### src/rtl/seq_det_ctrl_pkg.sv
// -----------------------------------------------------------------------------
// seq_det_ctrl_pkg
//   Shared encodings for the word-level 1101 detector controller.
//   det_state_t  : bit-serial detector states (S0 none, S1 "1", S2 "11", S3 "110")
//   ctrl_state_t : handshake controller states (IDLE, SHIFT, REPORT)
// -----------------------------------------------------------------------------
package seq_det_ctrl_pkg;

  typedef enum logic [1:0] {
    DET_S0 = 2'd0,
    DET_S1 = 2'd1,
    DET_S2 = 2'd2,
    DET_S3 = 2'd3
  } det_state_t;

  typedef enum logic [1:0] {
    CTRL_IDLE   = 2'd0,
    CTRL_SHIFT  = 2'd1,
    CTRL_REPORT = 2'd2
  } ctrl_state_t;

endpackage

### src/rtl/seq_det_ctrl_if.sv
// -----------------------------------------------------------------------------
// seq_det_ctrl_if
//   Word input channel and result output channel of seq_det_ctrl.
//   in_valid/in_ready/in_data    : word source -> controller (in_data MSB first)
//   out_valid/out_ready          : controller -> result consumer
//   out_count/out_hit            : per-word match count and (count != 0)
//   master modport: word source / result consumer side
//   slave  modport: controller side
// -----------------------------------------------------------------------------
interface seq_det_ctrl_if #(
  parameter int W     = 8,
  parameter int CNT_W = 4
);
  logic             in_valid;
  logic             in_ready;
  logic [W-1:0]     in_data;
  logic             out_valid;
  logic             out_ready;
  logic [CNT_W-1:0] out_count;
  logic             out_hit;

  modport master (
    output in_valid, in_data, out_ready,
    input  in_ready, out_valid, out_count, out_hit
  );

  modport slave (
    input  in_valid, in_data, out_ready,
    output in_ready, out_valid, out_count, out_hit
  );
endinterface

### src/rtl/seq_det_ctrl_core.sv
// -----------------------------------------------------------------------------
// seq_det_core
//   Bit-serial Mealy detector for the pattern 1101, overlapping matches allowed.
//   Ports:
//     clk    in  clock, rising edge
//     reset  in  asynchronous, active-high; state -> S0
//     i_en   in  advance the detector by one bit
//     i_clr  in  force state to S0 on the next edge (has priority over i_en)
//     i_x    in  serial input bit
//     o_z    out combinational match flag (state S3 and i_x = 1)
// -----------------------------------------------------------------------------
module seq_det_core
  import seq_det_ctrl_pkg::*;
(
  input  logic clk,
  input  logic reset,
  input  logic i_en,
  input  logic i_clr,
  input  logic i_x,
  output logic o_z
);

  det_state_t r_state;
  det_state_t w_next;

  always_ff @(posedge clk or posedge reset) begin
    if (reset)      r_state <= DET_S0;
    else if (i_clr) r_state <= DET_S0;
    else if (i_en)  r_state <= w_next;
  end

  always_comb begin
    w_next = r_state;
    o_z    = 1'b0;
    case (r_state)
      DET_S0: w_next = i_x ? DET_S1 : DET_S0;
      DET_S1: w_next = i_x ? DET_S2 : DET_S0;
      DET_S2: w_next = i_x ? DET_S2 : DET_S3;
      DET_S3: begin
        // A completed 1101 leaves a trailing "1", so the overlap restarts in S1.
        w_next = i_x ? DET_S1 : DET_S0;
        o_z    = i_x;
      end
      default: w_next = DET_S0;
    endcase
  end

endmodule

### src/rtl/seq_det_ctrl.sv
// -----------------------------------------------------------------------------
// seq_det_ctrl
//   Word-level controller for the serial 1101 detector. Accepts a word over a
//   valid/ready channel, shifts it MSB-first through seq_det_core for W cycles,
//   then reports the per-word match count over a valid/ready channel and adds it
//   to a saturating running total.
//   Ports:
//     clk            in   clock, rising edge
//     reset          in   asynchronous, active-high
//     bus            slave modport of seq_det_ctrl_if (word in / result out)
//     i_clr_total    in   synchronous clear of the running total (wins over add)
//     o_total_count  out  saturating sum of all reported counts
//     o_busy         out  controller not in IDLE
//   Configuration macro:
//     SEQ_CLEAR_ON_WORD_EN  defined -> detector cleared on every word load, so
//                           matches never straddle words; undefined -> detector
//                           state carries across words.
// -----------------------------------------------------------------------------
module seq_det_ctrl
  import seq_det_ctrl_pkg::*;
#(
  parameter int W       = 8,
  parameter int CNT_W   = 4,
  parameter int TOTAL_W = 16
) (
  input  logic               clk,
  input  logic               reset,
  seq_det_ctrl_if.slave      bus,
  input  logic               i_clr_total,
  output logic [TOTAL_W-1:0] o_total_count,
  output logic               o_busy
);

  localparam int IDX_W = (W > 1) ? $clog2(W) : 1;

  ctrl_state_t      r_state;
  ctrl_state_t      w_next;
  logic [W-1:0]     r_shift;
  logic [IDX_W-1:0] r_bit_idx;
  logic [CNT_W-1:0] r_count;
  logic [TOTAL_W-1:0] r_total;

  logic w_load;
  logic w_shift_en;
  logic w_handshake;
  logic w_det_clr;
  logic w_z;

  function automatic logic [CNT_W-1:0] sat_inc_cnt(input logic [CNT_W-1:0] v);
    return (&v) ? v : v + 1'b1;
  endfunction

  function automatic logic [TOTAL_W-1:0] sat_add_total(input logic [TOTAL_W-1:0] t,
                                                       input logic [CNT_W-1:0]   c);
    logic [TOTAL_W:0] sum;
    sum = {1'b0, t} + (TOTAL_W+1)'(c);
    return sum[TOTAL_W] ? {TOTAL_W{1'b1}} : sum[TOTAL_W-1:0];
  endfunction

`ifdef SEQ_CLEAR_ON_WORD_EN
  assign w_det_clr = w_load;
`else
  assign w_det_clr = 1'b0;
`endif

  seq_det_core u_core (
    .clk   (clk),
    .reset (reset),
    .i_en  (w_shift_en),
    .i_clr (w_det_clr),
    .i_x   (r_shift[W-1]),
    .o_z   (w_z)
  );

  always_ff @(posedge clk or posedge reset) begin
    if (reset) r_state <= CTRL_IDLE;
    else       r_state <= w_next;
  end

  always_comb begin
    w_next        = r_state;
    w_load        = 1'b0;
    w_shift_en    = 1'b0;
    w_handshake   = 1'b0;
    bus.in_ready  = 1'b0;
    bus.out_valid = 1'b0;
    case (r_state)
      CTRL_IDLE: begin
        bus.in_ready = 1'b1;
        if (bus.in_valid) begin
          w_load = 1'b1;
          w_next = CTRL_SHIFT;
        end
      end
      CTRL_SHIFT: begin
        w_shift_en = 1'b1;
        if (r_bit_idx == '0) w_next = CTRL_REPORT;
      end
      CTRL_REPORT: begin
        bus.out_valid = 1'b1;
        if (bus.out_ready) begin
          w_handshake = 1'b1;
          w_next      = CTRL_IDLE;
        end
      end
      default: w_next = CTRL_IDLE;
    endcase
  end

  // Shifter, bit index and per-word count; count captures the Mealy output in SHIFT.
  always_ff @(posedge clk or posedge reset) begin
    if (reset) begin
      r_shift   <= '0;
      r_bit_idx <= '0;
      r_count   <= '0;
    end else if (w_load) begin
      r_shift   <= bus.in_data;
      r_bit_idx <= IDX_W'(W-1);
      r_count   <= '0;
    end else if (w_shift_en) begin
      r_shift <= r_shift << 1;
      if (r_bit_idx != '0) r_bit_idx <= r_bit_idx - 1'b1;
      if (w_z)             r_count   <= sat_inc_cnt(r_count);
    end
  end

  // Running total: a coincident clear discards the word being reported.
  always_ff @(posedge clk or posedge reset) begin
    if (reset)            r_total <= '0;
    else if (i_clr_total) r_total <= '0;
    else if (w_handshake) r_total <= sat_add_total(r_total, r_count);
  end

  assign bus.out_count = r_count;
  assign bus.out_hit   = |r_count;
  assign o_total_count = r_total;
  assign o_busy        = (r_state != CTRL_IDLE);

endmodule

### src/flat_wrapper.sv
// flat-port wrapper written by rule: the top's interface ports become plain ports
module seq_det_ctrl_flat import seq_det_ctrl_pkg::*;
#(
  parameter int W       = 8,
  parameter int CNT_W   = 4,
  parameter int TOTAL_W = 16
)
  (clk, reset, i_clr_total, o_total_count, o_busy, bus_in_valid, bus_in_data, bus_out_ready, bus_in_ready, bus_out_valid, bus_out_count, bus_out_hit);
  seq_det_ctrl_if #(.W(W), .CNT_W(CNT_W)) bus_i ();
  input  logic clk;
  input  logic reset;
  input  logic i_clr_total;
  output logic [TOTAL_W-1:0] o_total_count;
  output logic o_busy;
  input wire logic [$bits(bus_i.in_valid)-1:0] bus_in_valid;
  input wire logic [$bits(bus_i.in_data)-1:0] bus_in_data;
  input wire logic [$bits(bus_i.out_ready)-1:0] bus_out_ready;
  output wire logic [$bits(bus_i.in_ready)-1:0] bus_in_ready;
  output wire logic [$bits(bus_i.out_valid)-1:0] bus_out_valid;
  output wire logic [$bits(bus_i.out_count)-1:0] bus_out_count;
  output wire logic [$bits(bus_i.out_hit)-1:0] bus_out_hit;
  assign bus_i.in_valid = bus_in_valid;
  assign bus_i.in_data = bus_in_data;
  assign bus_i.out_ready = bus_out_ready;
  assign bus_in_ready = bus_i.in_ready;
  assign bus_out_valid = bus_i.out_valid;
  assign bus_out_count = bus_i.out_count;
  assign bus_out_hit = bus_i.out_hit;
  seq_det_ctrl #(.W(W), .CNT_W(CNT_W), .TOTAL_W(TOTAL_W)) u_core (.clk(clk), .reset(reset), .bus(bus_i), .i_clr_total(i_clr_total), .o_total_count(o_total_count), .o_busy(o_busy));
endmodule
### config.mk
export PLATFORM = sky130hd
export DESIGN_NAME = seq_det_ctrl_flat
export DESIGN_NICKNAME = d
export VERILOG_FILES = /design/src/rtl/seq_det_ctrl_pkg.sv /design/src/rtl/seq_det_ctrl_if.sv /design/src/rtl/seq_det_ctrl_core.sv /design/src/rtl/seq_det_ctrl.sv /design/src/flat_wrapper.sv
export SDC_FILE = /design/constraint.sdc
export NUM_CORES = 1
export LEC_CHECK = 0
export BUFFER_PORTS_ARGS = -buffer_cell sky130_fd_sc_hd__buf_2
export CORE_ASPECT_RATIO = 1.1
export CORE_MARGIN = 3
export CORE_UTILIZATION = 45
export CTS_BUF_LIST = sky130_fd_sc_hd__clkbuf_16
export CTS_CLUSTER_DIAMETER = 40
export DETAILED_ROUTE_END_ITERATION = 10
export GPL_ROUTABILITY_DRIVEN = 0
export PLACE_DENSITY = 0.78
export SYNTH_ARGS = -nofsm -noshare
export SYNTH_HDL_FRONTEND = slang
export SYNTH_HIERARCHICAL = 1
export SYNTH_SLANG_ARGS = --single-unit
### constraint.sdc
create_clock -name clk -period 2.2 [get_ports clk]
set_input_delay 0.33 -clock clk [delete_from_list [all_inputs] [get_ports clk]]
set_output_delay 0.33 -clock clk [all_outputs]
set_load 0.02 [all_outputs]
==> flow_summary.yaml <==
critical_path:
  crit_required_ps: 2400
  start_kind: "flip-flop"
  cp_max_fo: 5
  crit_arrival_ps: 2300
  criticalPathCategory: "reg2reg"
  endpoint_kind: "flip-flop"
pwr:
  swShare_pct: 33.9
  power_frac_clock_pct: 30.4
  p_leak_nw: 1.24
  p_per_area_nw_per_um2: 929
  switching_power_mw: 0.767
  p_int_mw: 1.49
  pwr-share-seq_pct: 38.5
  ir_drop_mv: 0.576
  combinationalPowerShare_pct: 31.0
finish:
  n_antenna_cell: 0
  final_nets: 280
  fin_area_um2: 2430
  fin_cells: 308
  area_growth_pct: 23.6
  final_layout_size_suffix_gt1_share_pct: 26.6
drt:
  via_per_inst: 5.21
  drc: 0
  wire_per_inst_um: 13.2
  first_pass_iters: 4
  drt_iter0_drc: 96
  num_vias: 1606
  ant_nets: 0
  wirelength_um: 4080
logic_synthesis:
  synth_warnings: 6
  netlist.area_leader.share_pct: 44.5
  yosysTopAreaCell: "dfrtp_1"
  synthTopCellsByArea: "dfrtp_1 45%, ha_1 7.0%, nand2_1 5.3%"
  synthArstFlopShare_pct: 100
  ys_seq_area_share_pct: 44.5
  ys.flop_type: "dfrtp_1"
  synth_seq_cells: 35
  syn_area_per_cell_um2: 9.51
  synth_area_um2: 1970
  synth.distinct_cells: 45
  synth_edf_count: 0
  netlist_instances: 207
clock_tree:
  cts_made_buffers: 5
  htree_num_levels: 2
  cts_buffer_depth: 2
  clk_pin_slew_ps: 60
  clkLatencyLatePin_ps: 280
  cts_tree: "yes"
  ctsRootBufferMaster: "clkbuf_16"
  cts_num_sinks: 35
status:
  status: "finished, final reports clean"
placement:
  post-place-ws_ps: 17.2
  io_buffers: 36
  dp_hpwl_um: 2980
  placed_area_um2: 2250
  place_inst: 298
grt:
  grt_max_degree: 34
  grt_pass1_wl_um: 6810
  grt.total_usage_pct: 16.6
  grt_pass1_vias: 1499
  grt_remaining_overflow: 0
  antenna_found_initial: 0
floorplanning:
  core_um2: 4080
  placementRows: 24
  chipWidth_um: 69.1
  floorplan.initialDensity_pct: 48.2
  die-area_um2: 5200
  die_h_um: 75.4
  io_pins: 37
timing:
  finClkSkew_ps: 5.90
  drv_slew: 0
  tightestPinTransition_ps: 504
  finalSetupViolCount: 0
  fmax_ghz: 0.477
  hold_viol: 0
  finalCritPeriodShare_pct: 95.2
  maxSlewHeadroom_pct: 66.1
  period_needed_ps: 2100
  fin_ws_ps: 105
min_path:
  min_path_type: "in2reg"
job:
  cap_viol_max_count: 0
==> placed cells by master (no fill, tap or decap), drive strengths merged, types with 3 or more instances in the layout <==
cell	synthesis	final
nor3	16	16
xor2	4	4
nor2	16	16
and4	6	6
xnor2	3	3
a211oi	4	4
clkbuf	5	5
inv	15	15
o21ai	3	3
nor2b	3	3
a22oi	7	7
ha	11	11
buf	2	46
nand3	6	6
a21oi	9	9
and3	3	3
and2	4	4
nand2	28	28
dfrtp	35	35
==> final timing paths <==
check / start / endpoint / slack (ps) / cells after the start
max: u_core/o_total_count[0] / u_core/o_total_count[8] / 100 / 8
min in group asynchronous: reset / u_core/u_core/r_state[1] / 440 / 3
max reg2reg: u_core/o_total_count[0] / u_core/o_total_count[8] / 100 / 8
max in group asynchronous: reset / u_core/o_total_count[7] / 1200 / 4
min: bus_in_data[0] / u_core/r_shift[0] / 250 / 3
min reg2reg: u_core/r_shift[3] / u_core/r_shift[3] / 480 / 2
==> sequential cells by signal (all words and copies together) (netlist names) <==
name                   cells
u_core/r_shift             8
u_core/bus.out_count       4
u_core/r_state             2
u_core/u_core/r_state      2
u_core/r_bit_idx           3
u_core/o_total_count      16
==> synthesized netlist by cell type, types with 2 or more instances <==
cell	count
a311oi_1	2
nor2b_1	3
a31oi_1	2
dfrtp_1	35
nor3_2	6
nand3_1	6
xor2_1	4
a21oi_1	8
clkbuf_1	5
a21o_1	2
nand2_1	28
mux2i_1	2
and4_1	6
inv_1	15
o21ai_0	3
nor4b_1	2
nor3_1	10
a22oi_1	7
ha_1	11
xnor2_1	3
and3_1	3
o21bai_1	2
nor2_1	16
and2_1	3
a211oi_1	3
==> final cells by class <==
type                       count  area [um2]
sequential                    35         876
timing repair buffer          47         265
multi-input combinational    151        1030
inverter                      15        56.3
tap                           52        65.1
clock buffer                   5         125
clock inverter                 3        20.0
fill                         365        1650
==> cell families (layout without fill, tap and decap cells) <==
group	after synthesis	in the layout	share of synthesized area, %
adders and majority gates	12	12	8.01
xor gates and xnor gates	7	7	3.12
AOI/OAI and AO/OA	37	37	13.4
other	1	2	0.191
buffers and inverters	22	70	4.64
DFF	35	35	44.5
muxes	2	2	1.02
and+or+nand+nor	91	91	25.1
==> metal layers <==
metal | part of all wire, % | wire length [um] | vias up | track usage (%)
li1 | - | - | 823 | -
met1 | 44 | 1810 | 740 | 19.5
met2 | 49 | 1980 | 36 | 28.8
met3 | 5.4 | 222 | 7 | 5.54
met4 | 1.5 | 61 | 0 | 6.51
met5 | 0 | 0 | - | 0
==> worst max-delay path, cell delays in order, from the launching register on <==
cell,delay [ps]
dfrtp_1,390
ha_1,240
fa_1,410
a21o_1,220
a21oi_4,200
buf_4,150
nor2_1,50
and4_1,210
nor3_2,150
==> stage by stage <==
step	TNS, ps	hold WS (ps)	utilization, %	total power [mW]
after floorplan	0	71.2	-	1.38
after global placement	0	198	55.2	1.57
after detailed placement	0	198	55.2	1.59
after CTS	0	250	59.0	2.29
after global routing	-23.9	272	59.6	2.43
final	0	251	59.6	2.26
==> power groups by stage <==
stage / clock network [mW] / registers, mW / logic [mW]
floorplan: 0 / 0.884 / 0.496
global placement: 0 / 0.875 / 0.696
detailed placement: 0 / 0.882 / 0.708
CTS: 0.706 / 0.873 / 0.713
global route: 0.732 / 0.892 / 0.810
finish: 0.688 / 0.871 / 0.702
==> repair_timing <==
action | 4_1_cts | 5_1_grt
hold endpoints to repair | 2 | 0
hold buffers | 1 | 0
gates resized for setup | 0 | 3
setup buffers | 0 | 1
endpoints found under the setup margin | 0 | 12
(Power assumes the default switching activity.)
